### src/rtl/dfr_reservoir_sequencer_if.sv
// Signal bundle between the DFR run-time sequencer and its surroundings:
// config/status, input RAM read port, reservoir step port, history RAM write port, matmul handshake.
interface dfr_reservoir_sequencer_if #(
  parameter int ADDR_WIDTH         = 14,
  parameter int DATA_WIDTH         = 32,
  parameter int HISTORY_ADDR_WIDTH = 20
);
  logic                          start;
  logic                          abort;
  logic [ADDR_WIDTH-1:0]         num_samples;
  logic                          busy;
  logic                          done;
  logic                          history_overflow;
  logic [ADDR_WIDTH-1:0]         input_mem_addr;
  logic [DATA_WIDTH-1:0]         input_mem_dout;
  logic                          reservoir_en;
  logic [DATA_WIDTH-1:0]         reservoir_din;
  logic [DATA_WIDTH-1:0]         reservoir_dout;
  logic                          history_wen;
  logic [HISTORY_ADDR_WIDTH-1:0] history_addr;
  logic [DATA_WIDTH-1:0]         history_din;
  logic                          mm_start;
  logic                          mm_busy;

  modport master (
    input  start, abort, num_samples, input_mem_dout, reservoir_dout, mm_busy,
    output busy, done, history_overflow, input_mem_addr, reservoir_en, reservoir_din,
           history_wen, history_addr, history_din, mm_start
  );

  modport slave (
    output start, abort, num_samples, input_mem_dout, reservoir_dout, mm_busy,
    input  busy, done, history_overflow, input_mem_addr, reservoir_en, reservoir_din,
           history_wen, history_addr, history_din, mm_start
  );
endinterface

### src/rtl/dfr_reservoir_sequencer.sv
// DFR run-time sequencer: streams N samples through the reservoir (VIRTUAL_NODES cycles each),
// logs every reservoir output to the history RAM, then launches the matrix multiply and waits.
module dfr_reservoir_sequencer #(
  parameter int ADDR_WIDTH         = 14,
  parameter int DATA_WIDTH         = 32,
  parameter int HISTORY_ADDR_WIDTH = 20,
  parameter int VIRTUAL_NODES      = 10
) (
  input logic                    S_AXI_ACLK,
  input logic                    S_AXI_ARESETN,
  dfr_reservoir_sequencer_if.master bus
);
  localparam int NCW = $clog2(VIRTUAL_NODES + 1);

  typedef enum logic [2:0] {
    IDLE, RD_ADDR, RD_DATA, NODES, MM_START, MM_WAIT, DONE
  } state_t;

  state_t                        state, state_nx;
  logic [ADDR_WIDTH-1:0]         n_lat, sample_idx, next_idx, addr_q;
  logic [DATA_WIDTH-1:0]         sample_reg;
  logic [HISTORY_ADDR_WIDTH-1:0] hist_ptr;
  logic [NCW-1:0]                node_cnt;
  logic                          ovf, mm_first, last_node, kill, accept;

  assign next_idx  = sample_idx + ADDR_WIDTH'(1);
  assign last_node = (node_cnt == NCW'(VIRTUAL_NODES - 1));
  assign kill      = bus.abort && (state != IDLE);
  assign accept    = (state == IDLE) && bus.start && !bus.abort;

  always_ff @(posedge S_AXI_ACLK or negedge S_AXI_ARESETN) begin
    if (!S_AXI_ARESETN) state <= IDLE;
    else                state <= state_nx;
  end

  always_comb begin
    state_nx = state;
    case (state)
      IDLE:     if (accept) state_nx = (bus.num_samples == '0) ? DONE : RD_ADDR;
      RD_ADDR:  state_nx = RD_DATA;
      RD_DATA:  state_nx = NODES;
      NODES:    if (last_node) state_nx = (next_idx == n_lat) ? MM_START : RD_ADDR;
      MM_START: state_nx = MM_WAIT;
      // engine needs a cycle to register mm_start before its busy is meaningful
      MM_WAIT:  if (!mm_first && !bus.mm_busy) state_nx = DONE;
      DONE:     state_nx = IDLE;
      default:  state_nx = IDLE;
    endcase
    if (kill) state_nx = IDLE;
  end

  always_ff @(posedge S_AXI_ACLK or negedge S_AXI_ARESETN) begin
    if (!S_AXI_ARESETN) begin
      n_lat      <= '0;
      sample_idx <= '0;
      addr_q     <= '0;
      sample_reg <= '0;
      hist_ptr   <= '0;
      node_cnt   <= '0;
      ovf        <= 1'b0;
      mm_first   <= 1'b0;
    end else if (!kill) begin
      case (state)
        IDLE: if (accept) begin
          n_lat      <= bus.num_samples;
          sample_idx <= '0;
          ovf        <= 1'b0;
          if (bus.num_samples != '0) begin
            hist_ptr <= '0;
            addr_q   <= '0;
          end
        end
        RD_DATA: begin
          sample_reg <= bus.input_mem_dout;
          node_cnt   <= '0;
        end
        NODES: begin
          hist_ptr <= hist_ptr + HISTORY_ADDR_WIDTH'(1);
          if (&hist_ptr) ovf <= 1'b1;
          node_cnt <= node_cnt + NCW'(1);
          if (last_node) begin
            sample_idx <= next_idx;
            // address is registered one state ahead so the RAM sees it during RD_ADDR
            if (next_idx != n_lat) addr_q <= next_idx;
          end
        end
        MM_START: mm_first <= 1'b1;
        MM_WAIT:  mm_first <= 1'b0;
        default: ;
      endcase
    end
  end

  always_comb begin
    bus.busy         = (state != IDLE);
    bus.done         = (state == DONE);
    bus.reservoir_en = (state == NODES);
    bus.history_wen  = (state == NODES);
    bus.mm_start     = (state == MM_START);
  end

  assign bus.history_overflow = ovf;
  assign bus.input_mem_addr   = addr_q;
  assign bus.reservoir_din    = sample_reg;
  assign bus.history_addr     = hist_ptr;
  assign bus.history_din      = bus.reservoir_dout;
endmodule

### src/flat_wrapper.sv
// flat-port wrapper written by rule: the top's interface ports become plain ports
module dfr_reservoir_sequencer_flat 
#(
  parameter int ADDR_WIDTH         = 14,
  parameter int DATA_WIDTH         = 32,
  parameter int HISTORY_ADDR_WIDTH = 20,
  parameter int VIRTUAL_NODES      = 10
)
  (S_AXI_ACLK, S_AXI_ARESETN, bus_start, bus_abort, bus_num_samples, bus_input_mem_dout, bus_reservoir_dout, bus_mm_busy, bus_busy, bus_done, bus_history_overflow, bus_input_mem_addr, bus_reservoir_en, bus_reservoir_din, bus_history_wen, bus_history_addr, bus_history_din, bus_mm_start);
  dfr_reservoir_sequencer_if #(.ADDR_WIDTH(ADDR_WIDTH), .DATA_WIDTH(DATA_WIDTH), .HISTORY_ADDR_WIDTH(HISTORY_ADDR_WIDTH)) bus_i ();
  input logic S_AXI_ACLK;
  input logic S_AXI_ARESETN;
  input wire logic [$bits(bus_i.start)-1:0] bus_start;
  input wire logic [$bits(bus_i.abort)-1:0] bus_abort;
  input wire logic [$bits(bus_i.num_samples)-1:0] bus_num_samples;
  input wire logic [$bits(bus_i.input_mem_dout)-1:0] bus_input_mem_dout;
  input wire logic [$bits(bus_i.reservoir_dout)-1:0] bus_reservoir_dout;
  input wire logic [$bits(bus_i.mm_busy)-1:0] bus_mm_busy;
  output wire logic [$bits(bus_i.busy)-1:0] bus_busy;
  output wire logic [$bits(bus_i.done)-1:0] bus_done;
  output wire logic [$bits(bus_i.history_overflow)-1:0] bus_history_overflow;
  output wire logic [$bits(bus_i.input_mem_addr)-1:0] bus_input_mem_addr;
  output wire logic [$bits(bus_i.reservoir_en)-1:0] bus_reservoir_en;
  output wire logic [$bits(bus_i.reservoir_din)-1:0] bus_reservoir_din;
  output wire logic [$bits(bus_i.history_wen)-1:0] bus_history_wen;
  output wire logic [$bits(bus_i.history_addr)-1:0] bus_history_addr;
  output wire logic [$bits(bus_i.history_din)-1:0] bus_history_din;
  output wire logic [$bits(bus_i.mm_start)-1:0] bus_mm_start;
  assign bus_i.start = bus_start;
  assign bus_i.abort = bus_abort;
  assign bus_i.num_samples = bus_num_samples;
  assign bus_i.input_mem_dout = bus_input_mem_dout;
  assign bus_i.reservoir_dout = bus_reservoir_dout;
  assign bus_i.mm_busy = bus_mm_busy;
  assign bus_busy = bus_i.busy;
  assign bus_done = bus_i.done;
  assign bus_history_overflow = bus_i.history_overflow;
  assign bus_input_mem_addr = bus_i.input_mem_addr;
  assign bus_reservoir_en = bus_i.reservoir_en;
  assign bus_reservoir_din = bus_i.reservoir_din;
  assign bus_history_wen = bus_i.history_wen;
  assign bus_history_addr = bus_i.history_addr;
  assign bus_history_din = bus_i.history_din;
  assign bus_mm_start = bus_i.mm_start;
  dfr_reservoir_sequencer #(.ADDR_WIDTH(ADDR_WIDTH), .DATA_WIDTH(DATA_WIDTH), .HISTORY_ADDR_WIDTH(HISTORY_ADDR_WIDTH), .VIRTUAL_NODES(VIRTUAL_NODES)) u_core (.S_AXI_ACLK(S_AXI_ACLK), .S_AXI_ARESETN(S_AXI_ARESETN), .bus(bus_i));
endmodule
### config.mk
export PLATFORM = sky130hd
export DESIGN_NAME = dfr_reservoir_sequencer_flat
export DESIGN_NICKNAME = d
export VERILOG_FILES = /design/src/rtl/dfr_reservoir_sequencer_if.sv /design/src/rtl/dfr_reservoir_sequencer.sv /design/src/flat_wrapper.sv
export SDC_FILE = /design/constraint.sdc
export NUM_CORES = 1
export LEC_CHECK = 0
export CAP_MARGIN = 30
export CORE_ASPECT_RATIO = 0.8
export CORE_UTILIZATION = 46
export DETAILED_ROUTE_END_ITERATION = 10
export PLACE_DENSITY = 0.86
export RECOVER_POWER = 50
export SETUP_SLACK_MARGIN = 0.02
export SYNTH_ARGS = -nofsm -noshare
export SYNTH_HDL_FRONTEND = slang
export SYNTH_SLANG_ARGS = --single-unit
### constraint.sdc
create_clock -name S_AXI_ACLK -period 3.3 [get_ports S_AXI_ACLK]
set_input_delay 0.66 -clock S_AXI_ACLK [delete_from_list [all_inputs] [get_ports S_AXI_ACLK]]
set_output_delay 0.66 -clock S_AXI_ACLK [all_outputs]
set_load 0.005 [all_outputs]
==> impl_results.md, run 1 <==
* Sequential share of power at 0.420
* Critical Path Start Type: flip-flop
* CP Data Arrival Time at 3200 ps
* Placed Instance Area at 6461 um^2
* Maximum clock path buffer count at 2
* Fmax at 0.3348 GHz
* Largest net degree at the start of global routing at 51
* PwrDens at 643.0 nW/um^2
* Avg Vias per Cell at 5.656
* Top-area cell type share of the netlist area at 0.4878
* Gate Count Post-Synth at 503
* Reg2reg path depth at 8
* TritonCTS Buffers at 9
* Register area at 2577 um^2
* Synthesized flop and latch total at 103
* Largest cells by area after synthesis: dfrtp_1 (49%), mux2_2 (10%), o21ai_0 (5.1%), buf_4 (4.7%), xnor2_1 (3.3%)
* CTS tree: done
* Vias at 4225
* Critical path, cell by cell: ha_1 -> xnor2_1 -> xnor2_1 -> nor4_1 -> nand4_1 -> or4_4 -> nand2_1 -> o2bb2ai_1
* Setup tns final at 0 ps
* Clk pin slew, worst setup/hold paths at 70 ps
* Slowest-stage cell, CP: or4_4
* Worst min path class: flip-flop to flip-flop
* Vias in the first global route at 4139
* Nets at 685
* Drt wl/cell at 17.54 um
* Beginning of the worst hold path: u_core.mm_first$_DFFE_PN0P_
* Max Cap Viol at 0
* Die Area at 11920 um^2
* R2r startpoint: u_core.sample_idx[1]$_DFFE_PN0P_
* Max H-tree Level at 3
* CTS Sinks at 103
* CP peak stage delay at 560 ps
* Net Count, Synth at 590
* # fillers at 874
* Mapped Area at 5284 um^2
* Slew @ Worst Pin at 1376 ps
* Die width at 121.8 um
* Initial antenna violation count at 1
* Post-CTS sizing at 0
* Post-synth cell types at 50
* Post-CTS setup buffers at 0
* Hpwl dp at 9507 um
* Area leader, netlist: dfrtp_1
* Crit-path max FO at 13
* Status: complete, no violations
* Most used cell along the critical path: xnor2_1
* VDD IR max at 0.3926 mV
* Overall routing resource usage at 0.2310
* Layout cells sized above 1 at 0.1476
* Overflow after GRT at 0
* Die Ht at 97.86 um
* Footprint of the multi-input gates at 2327 um^2
* Final WL at 13110 um
* Tmin final at 2987 ps
* Worst R2R End: u_core.bus.input_mem_addr[12]$_DFFE_PN0P_
* Row Count at 34
* DR pass1 iterations at 5
* FFs w/ async S/R, synth at 1.000
* Slew margin rel. at 0.08261
* Area added between synthesis and finish at 28.11%
* Core Area at 11020 um^2
* Hold Path Depth at 2
* Critical Path RT at 3510 ps
* Final setup vio count at 0
* Number of remaining DRC errors at 0
* Worst setup EP type: flip-flop
* Post-synth EDFFs at 0
* Period utilisation layout at 0.9051
* CTS Hold Buffers Added at 0
* Num ports at 187
* PortBufs at 122
* Clock power share at 0.262
* Worst skew pair latency at 350 ps
* Initial Util at 0.4796
* Final Hold Fails at 0
* FF-to-FF setup slack at 310 ps
* Sequential share of the synthesized area at 0.4878
* Iteration-0 DRC Markers at 388
* Post-route cell area at 6769 um^2
* Global placement routability congestion at 0.8466
* Crit path kind: flip-flop to flip-flop
* Final antenna-violating net count at 0
* Worst Hold End: u_core.mm_first$_DFFE_PN0P_
* Internal power at 3089 uW
* Switching Power at 1263 uW
* Global-route wire length before repair at 21290 um
* Logic pwr share at 0.317
* Synth warn at 0
* Top FF cell, synth: dfrtp_1
* Diodes inserted at 0
* Most frequent cells in the layout: clkdlybuf4s50_1 (103), dfrtp_1 (103), o21ai_0 (54)
* Max Transition Viols Final at 0
* RSZ-0062 raised after global routing: no
* Root Driver: clkbuf_16
* LEAKAGE at 0.002787 uW
* Mean Syn Cell Area at 10.50 um^2
* Setup Skew at 5.156 ps
* Switching part of the total at 0.2902
-- cells in the mapped netlist (2+ instances only) --
cell type / count
ha_1: 4
mux2_2: 47
xor2_1: 5
nor3_1: 7
xnor2_1: 20
nand2_1: 46
and2_1: 2
o21ai_0: 54
clkbuf_1: 12
nor2b_1: 6
a31oi_1: 2
inv_1: 9
o31ai_1: 6
o41ai_1: 4
or3_1: 7
nand4_1: 6
nor2_1: 44
buf_2: 6
o22ai_1: 4
o2bb2ai_1: 13
dfrtp_1: 103
nand3_1: 13
a21oi_1: 8
xnor3_1: 3
nor4_1: 7
buf_1: 2
buf_4: 33
or3b_2: 2
and3_1: 5
o211ai_1: 2
a32o_1: 2
-- cell families after synthesis --
| kind of cell | synth area share |
|---|---|
| XOR/XNOR | 0.05920 |
| adder cells (fa/ha/maj) | 0.009472 |
| flip-flops | 0.4878 |
| AO/OA/AOI/OAI | 0.1217 |
| buffers and inverters | 0.07175 |
| multiplexers | 0.1021 |
| AND/OR/NAND/NOR | 0.1480 |
-- through the flow --
step	utilization	worst slack (ps)	hold WS, ps	total power, uW	instances
6_report	0.6144	313.1	479.8	4352	747
5_1_grt	0.6144	146.8	513.9	4594	747
4_1_cts	0.6156	365.8	351.1	4435	747
3_5_place_dp	0.5864	381.8	468.1	3264	731
3_3_place_gp	0.5864	507.0	461.1	3204	731
2_1_floorplan	-	484.6	364.4	2557	503
-- power by group through the flow --
stage          Clock, uW  Combinational, uW  Sequential, uW
6_report            1140               1380            1830
3_5_place_dp           0               1410            1850
2_1_floorplan          0                751            1810
5_1_grt             1220               1500            1880
4_1_cts             1170               1430            1840
3_3_place_gp           0               1380            1830
-- registers in the layout, indices dropped and copies added, names as in the netlist --
register / cells
u_core.n_lat: 14
u_core.bus.reservoir_din: 32
u_core.bus.history_addr: 20
u_core.node_cnt: 4
u_core.mm_first: 1
u_core.bus.input_mem_addr: 14
u_core.state: 3
u_core.bus.history_overflow: 1
u_core.sample_idx: 14
-- worst max path at each step --
stage                                                 from                                        end  slack, ps  cells past startpoint
after floorplan           u_core.sample_idx[0]$_DFFE_PN0P_  u_core.bus.input_mem_addr[12]$_DFFE_PN0P_        480                      9
after global placement                  bus_num_samples[8]    u_core.bus.history_overflow$_DFFE_PN0P_        510                      7
after detailed placement                bus_num_samples[6]     u_core.bus.history_addr[9]$_DFFE_PN0P_        380                      9
after CTS                 u_core.sample_idx[1]$_DFFE_PN0P_   u_core.bus.input_mem_addr[1]$_DFFE_PN0P_        370                      8
after global routing      u_core.sample_idx[1]$_DFFE_PN0P_  u_core.bus.input_mem_addr[13]$_DFFE_PN0P_        150                      8
final                     u_core.sample_idx[1]$_DFFE_PN0P_  u_core.bus.input_mem_addr[12]$_DFFE_PN0P_        310                      8
-- final cells by class --
cell class / instances / area share
Inverter: 10 / 0.005545
Multi-Input combinational cell: 336 / 0.3438
Sequential cell: 103 / 0.3808
Clock buffer: 9 / 0.03327
Timing Repair Buffer: 138 / 0.1957
Tap cell: 144 / 0.02662
Clock inverter: 7 / 0.01423
-- layer usage --
metal | vias up | global-route usage | routed length, um | part of all wire
li1 | 1941 | - | - | -
met1 | 2030 | 0.2971 | 5469 | 0.42
met2 | 202 | 0.3433 | 5786 | 0.44
met3 | 50 | 0.1034 | 1482 | 0.11
met4 | 2 | 0.08072 | 358 | 0.027
met5 | - | 0 | 8 | 0.00061
-- critical path: cells and delay by family, from the launching register on --
kind / cells / cell delay, ps
AOI/OAI and AO/OA: 1 / 150
xor gates and xnor gates: 2 / 440
adders and majority gates: 1 / 280
DFF: 1 / 430
and+or+nand+nor: 4 / 1550
Note: power is estimated with default switching activity, not from simulation.
==> inputs of run 2 (changes only) <==
--- a/config.mk
+++ b/config.mk
@@ -6,10 +6,12 @@
 export NUM_CORES = 1
 export LEC_CHECK = 0
 export CAP_MARGIN = 30
+export CELL_PAD_IN_SITES_DETAIL_PLACEMENT = 0
+export CELL_PAD_IN_SITES_GLOBAL_PLACEMENT = 2
 export CORE_ASPECT_RATIO = 0.8
-export CORE_UTILIZATION = 46
+export CORE_UTILIZATION = 27
 export DETAILED_ROUTE_END_ITERATION = 10
-export PLACE_DENSITY = 0.86
+export PLACE_DENSITY = 0.84
 export RECOVER_POWER = 50
 export SETUP_SLACK_MARGIN = 0.02
 export SYNTH_ARGS = -nofsm -noshare
==> run 2 against run 1 <==
  * The run now ends with capacitance limit, slew limit left
  * Fmax increased by 1.9%
  * Combinational power about the same
  * Via count decreased by 1.8%
  * Non-clock buffer count increased by 1
  * Routed wire length increased by 4.0%
  * Clock skew increased by 3.4 ps
  * Total power increased by 1.0%
  * Core utilization decreased by 25 points
  * Sequential share of layout area decreased by 0.90 points
  * Global-route usage decreased by 8.6 points
  * Register-to-register slack improved by 60 ps
  * First-iteration DRC count decreased by 38%
  * Critical path type unchanged
  * Critical endpoint unchanged
  * Largest power group unchanged
==> impl_results.md, run 2 (same netlist as run 1, synthesis figures left out) <==
* Most frequent cells in the layout: dfrtp_1 (103), clkdlybuf4s50_1 (101), o21ai_0 (54) (was clkdlybuf4s50_1 (103), dfrtp_1 (103), o21ai_0 (54))
* Drt wl/cell at 15.81 um (was 17.54 um)
* Slew @ Worst Pin at 1665 ps (was 1376 ps)
* Failing checks: capacitance limit, slew limit
* Initial antenna violation count at 1 (unchanged)
* Die width at 158.4 um (was 121.8 um)
* Max H-tree Level at 3 (unchanged)
* Num ports at 187 (unchanged)
* Period utilisation layout at 0.8884 (was 0.9051)
* Final Core Density at 0.3632 (was 0.6144)
* Global placement routability congestion at 0.8287 (was 0.8466)
* Critical Path RT at 3570 ps (was 3510 ps)
* VDD IR max at 0.3381 mV (was 0.3926 mV)
* FF-to-FF setup slack at 370 ps (was 310 ps)
* Row Count at 45 (was 34)
* Buf/Inv on CP at 1 (was 0)
* LEAKAGE at 0.002817 uW (was 0.002787 uW)
* Worst R2R End: u_core.bus.input_mem_addr[12]$_DFFE_PN0P_ (unchanged)
* Setup Skew at 8.531 ps (was 5.156 ps)
* Global-route wire length before repair at 22590 um (was 21290 um)
* Slew margin rel. at -0.1100 (was 0.08261)
* Crit-path max FO at 14 (was 13)
* Vias in the first global route at 4229 (was 4139)
* Iteration-0 DRC Markers at 239 (was 388)
* Area added between synthesis and finish at 31.21% (was 28.11%)
* Register area at 2577 um^2 (unchanged)
* Critical Path Start Type: flip-flop (unchanged)
* Commonest non-fill, non-tap cell in the layout: dfrtp_1
* Final Hold Fails at 0 (unchanged)
* Largest net degree at the start of global routing at 64 (was 51)
* Overall routing resource usage at 0.1450 (was 0.2310)
* Design Power at 4397 uW (was 4352 uW)
* Avg Vias per Cell at 4.811 (was 5.656)
* CP Data Arrival Time at 3200 ps (about the same)
* Worst setup EP type: flip-flop (unchanged)
* Overflow after GRT at 0 (unchanged)
* Nets at 686 (was 685)
* Setup tns final at 0 ps (unchanged)
* Crit path kind: flip-flop to flip-flop (unchanged)
* # fillers at 1894 (was 874)
* Layout cells sized above 1 at 0.1523 (was 0.1476)
* TritonCTS Buffers at 9 (unchanged)
* Fmax at 0.3411 GHz (was 0.3348 GHz)
* Die Area at 20140 um^2 (was 11920 um^2)
* CTS Hold Buffers Added at 0 (unchanged)
* PwrDens at 634.2 nW/um^2 (was 643.0 nW/um^2)
* Footprint of the multi-input gates at 2327 um^2 (unchanged)
* Post-CTS setup buffers at 0 (unchanged)
* Family with the most delay on the worst path: simple AND/OR/NAND/NOR gates (unchanged)
* Tmin final at 2932 ps (was 2987 ps)
* Diodes inserted at 0 (unchanged)
* Die Ht at 127.1 um (was 97.86 um)
* CTS Sinks at 103 (unchanged)
* Final setup vio count at 0 (unchanged)
* Status: finished with violations (was complete, no violations)
* Max Cap Viol at 1 (was 0)
* Clk pin slew, worst setup/hold paths at 70 ps (about the same)
* CTS tree: done (unchanged)
* Critical path, cell by cell: ha_1 -> nand2_1 -> nor4_1 -> buf_4 -> xnor2_1 -> nand4_1 -> or4_4 -> o221ai_4 -> o2bb2ai_1 (was ha_1 -> xnor2_1 -> xnor2_1 -> nor4_1 -> nand4_1 -> or4_4 -> nand2_1 -> o2bb2ai_1)
* Final antenna-violating net count at 0 (unchanged)
* Root Driver: clkbuf_16 (unchanged)
* Final WL at 13630 um (was 13110 um)
* Worst skew pair latency at 360 ps (was 350 ps)
* Critical path origin: u_core.sample_idx[1]$_DFFE_PN0P_ (unchanged)
* Vias at 4147 (was 4225)
* Reg2reg path depth at 9 (was 8)
* Core Area at 19090 um^2 (was 11020 um^2)
* Slowest-stage cell, CP: or4_4 (unchanged)
* R2r startpoint: u_core.sample_idx[1]$_DFFE_PN0P_ (unchanged)
* Worst min path class: flip-flop to flip-flop (unchanged)
* Number of remaining DRC errors at 0 (unchanged)
* PortBufs at 122 (unchanged)
* Hpwl dp at 9877 um (was 9507 um)
* Post-CTS sizing at 0 (unchanged)
* Max Transition Viols Final at 64 (was 0)
* DR pass1 iterations at 4 (was 5)
* Worst setup endpoint: u_core.bus.input_mem_addr[12]$_DFFE_PN0P_ (unchanged)
* RSZ-0062 raised after global routing: no (unchanged)
* WP depth at 9 (was 8)
* Maximum clock path buffer count at 2 (unchanged)
* Initial Util at 0.2768 (was 0.4796)
* Number of flip-flops under the largest register name at 32 (unchanged)
* CP peak stage delay at 550 ps (was 560 ps)
==> run 2: changes by cell type in the layout (fill, tap and decap cells not counted) <==
cell and delta:
clkinv_2 -1, buf_4 +2, clkinv_4 +2, inv_8 +1
clkbuf_1 -2, clkinvlp_4 -2, clkbuf_2 +1, clkdlybuf4s50_1 -2
dlygate4sd3_1 +2
==> run 2: report_power, final <==
| part | internal, uW | total [uW] | switching [uW] |
|---|---|---|---|
| clock network | 677 | 1200 | 524 |
| logic | 838 | 1380 | 538 |
| registers | 1580 | 1820 | 236 |
| total | 3100 | 4400 | 1300 |
==> run 2: per-stage QoR <==
step	std cells	cell area, um^2	hold WS (ps)	setup WS (ps)
finish	862	6933	480.9	368.4
global route	862	6933	516.9	30.77
CTS	862	6942	439.4	365.8
detailed placement	846	6611	466.5	286.5
global placement	846	6611	459.5	350.2
floorplan	503	5284	364.4	484.6
==> run 2: layout make-up <==
type / count / area share
clock buffers: 9 / 0.03249
clock inverters: 7 / 0.01516
inverters: 10 / 0.005414
multi-input cells: 336 / 0.3357
flip-flops and latches: 103 / 0.3718
well taps: 258 / 0.04656
repair buffers: 139 / 0.1929
==> run 2: worst min-delay path by stage <==
| stage | startpoint | to | slack, ps | cells after the start |
|---|---|---|---|---|
| global placement | u_core.mm_first$_DFFE_PN0P_ | u_core.mm_first$_DFFE_PN0P_ | 460 | 2 |
| finish | u_core.mm_first$_DFFE_PN0P_ | u_core.mm_first$_DFFE_PN0P_ | 480 | 2 |
| global route | u_core.bus.input_mem_addr[6]$_DFFE_PN0P_ | u_core.bus.input_mem_addr[6]$_DFFE_PN0P_ | 520 | 1 |
| detailed placement | u_core.mm_first$_DFFE_PN0P_ | u_core.mm_first$_DFFE_PN0P_ | 470 | 2 |
| floorplan | S_AXI_ARESETN | u_core.bus.history_addr[0]$_DFFE_PN0P_ | 360 | 0 |
| CTS | S_AXI_ARESETN | u_core.bus.reservoir_din[27]$_DFFE_PN0P_ | 440 | 1 |
==> run 2: worst register-to-register path, delay by kind of cell (launching register included) <==
kind                     cells  cell delay (ps)
buffers and inverters        1              180
flip-flops                   1              420
adder cells (fa/ha/maj)      1              320
AND/OR/NAND/NOR              4             1170
AO/OA/AOI/OAI                2              630
XOR/XNOR                     1              120
==> run 2: metal layers <==
metal  part of all wire  GRT usage
met1               0.47     0.1999
met2               0.44     0.2159
met3              0.072    0.04715
met4              0.013    0.04129
met5            0.00059          0
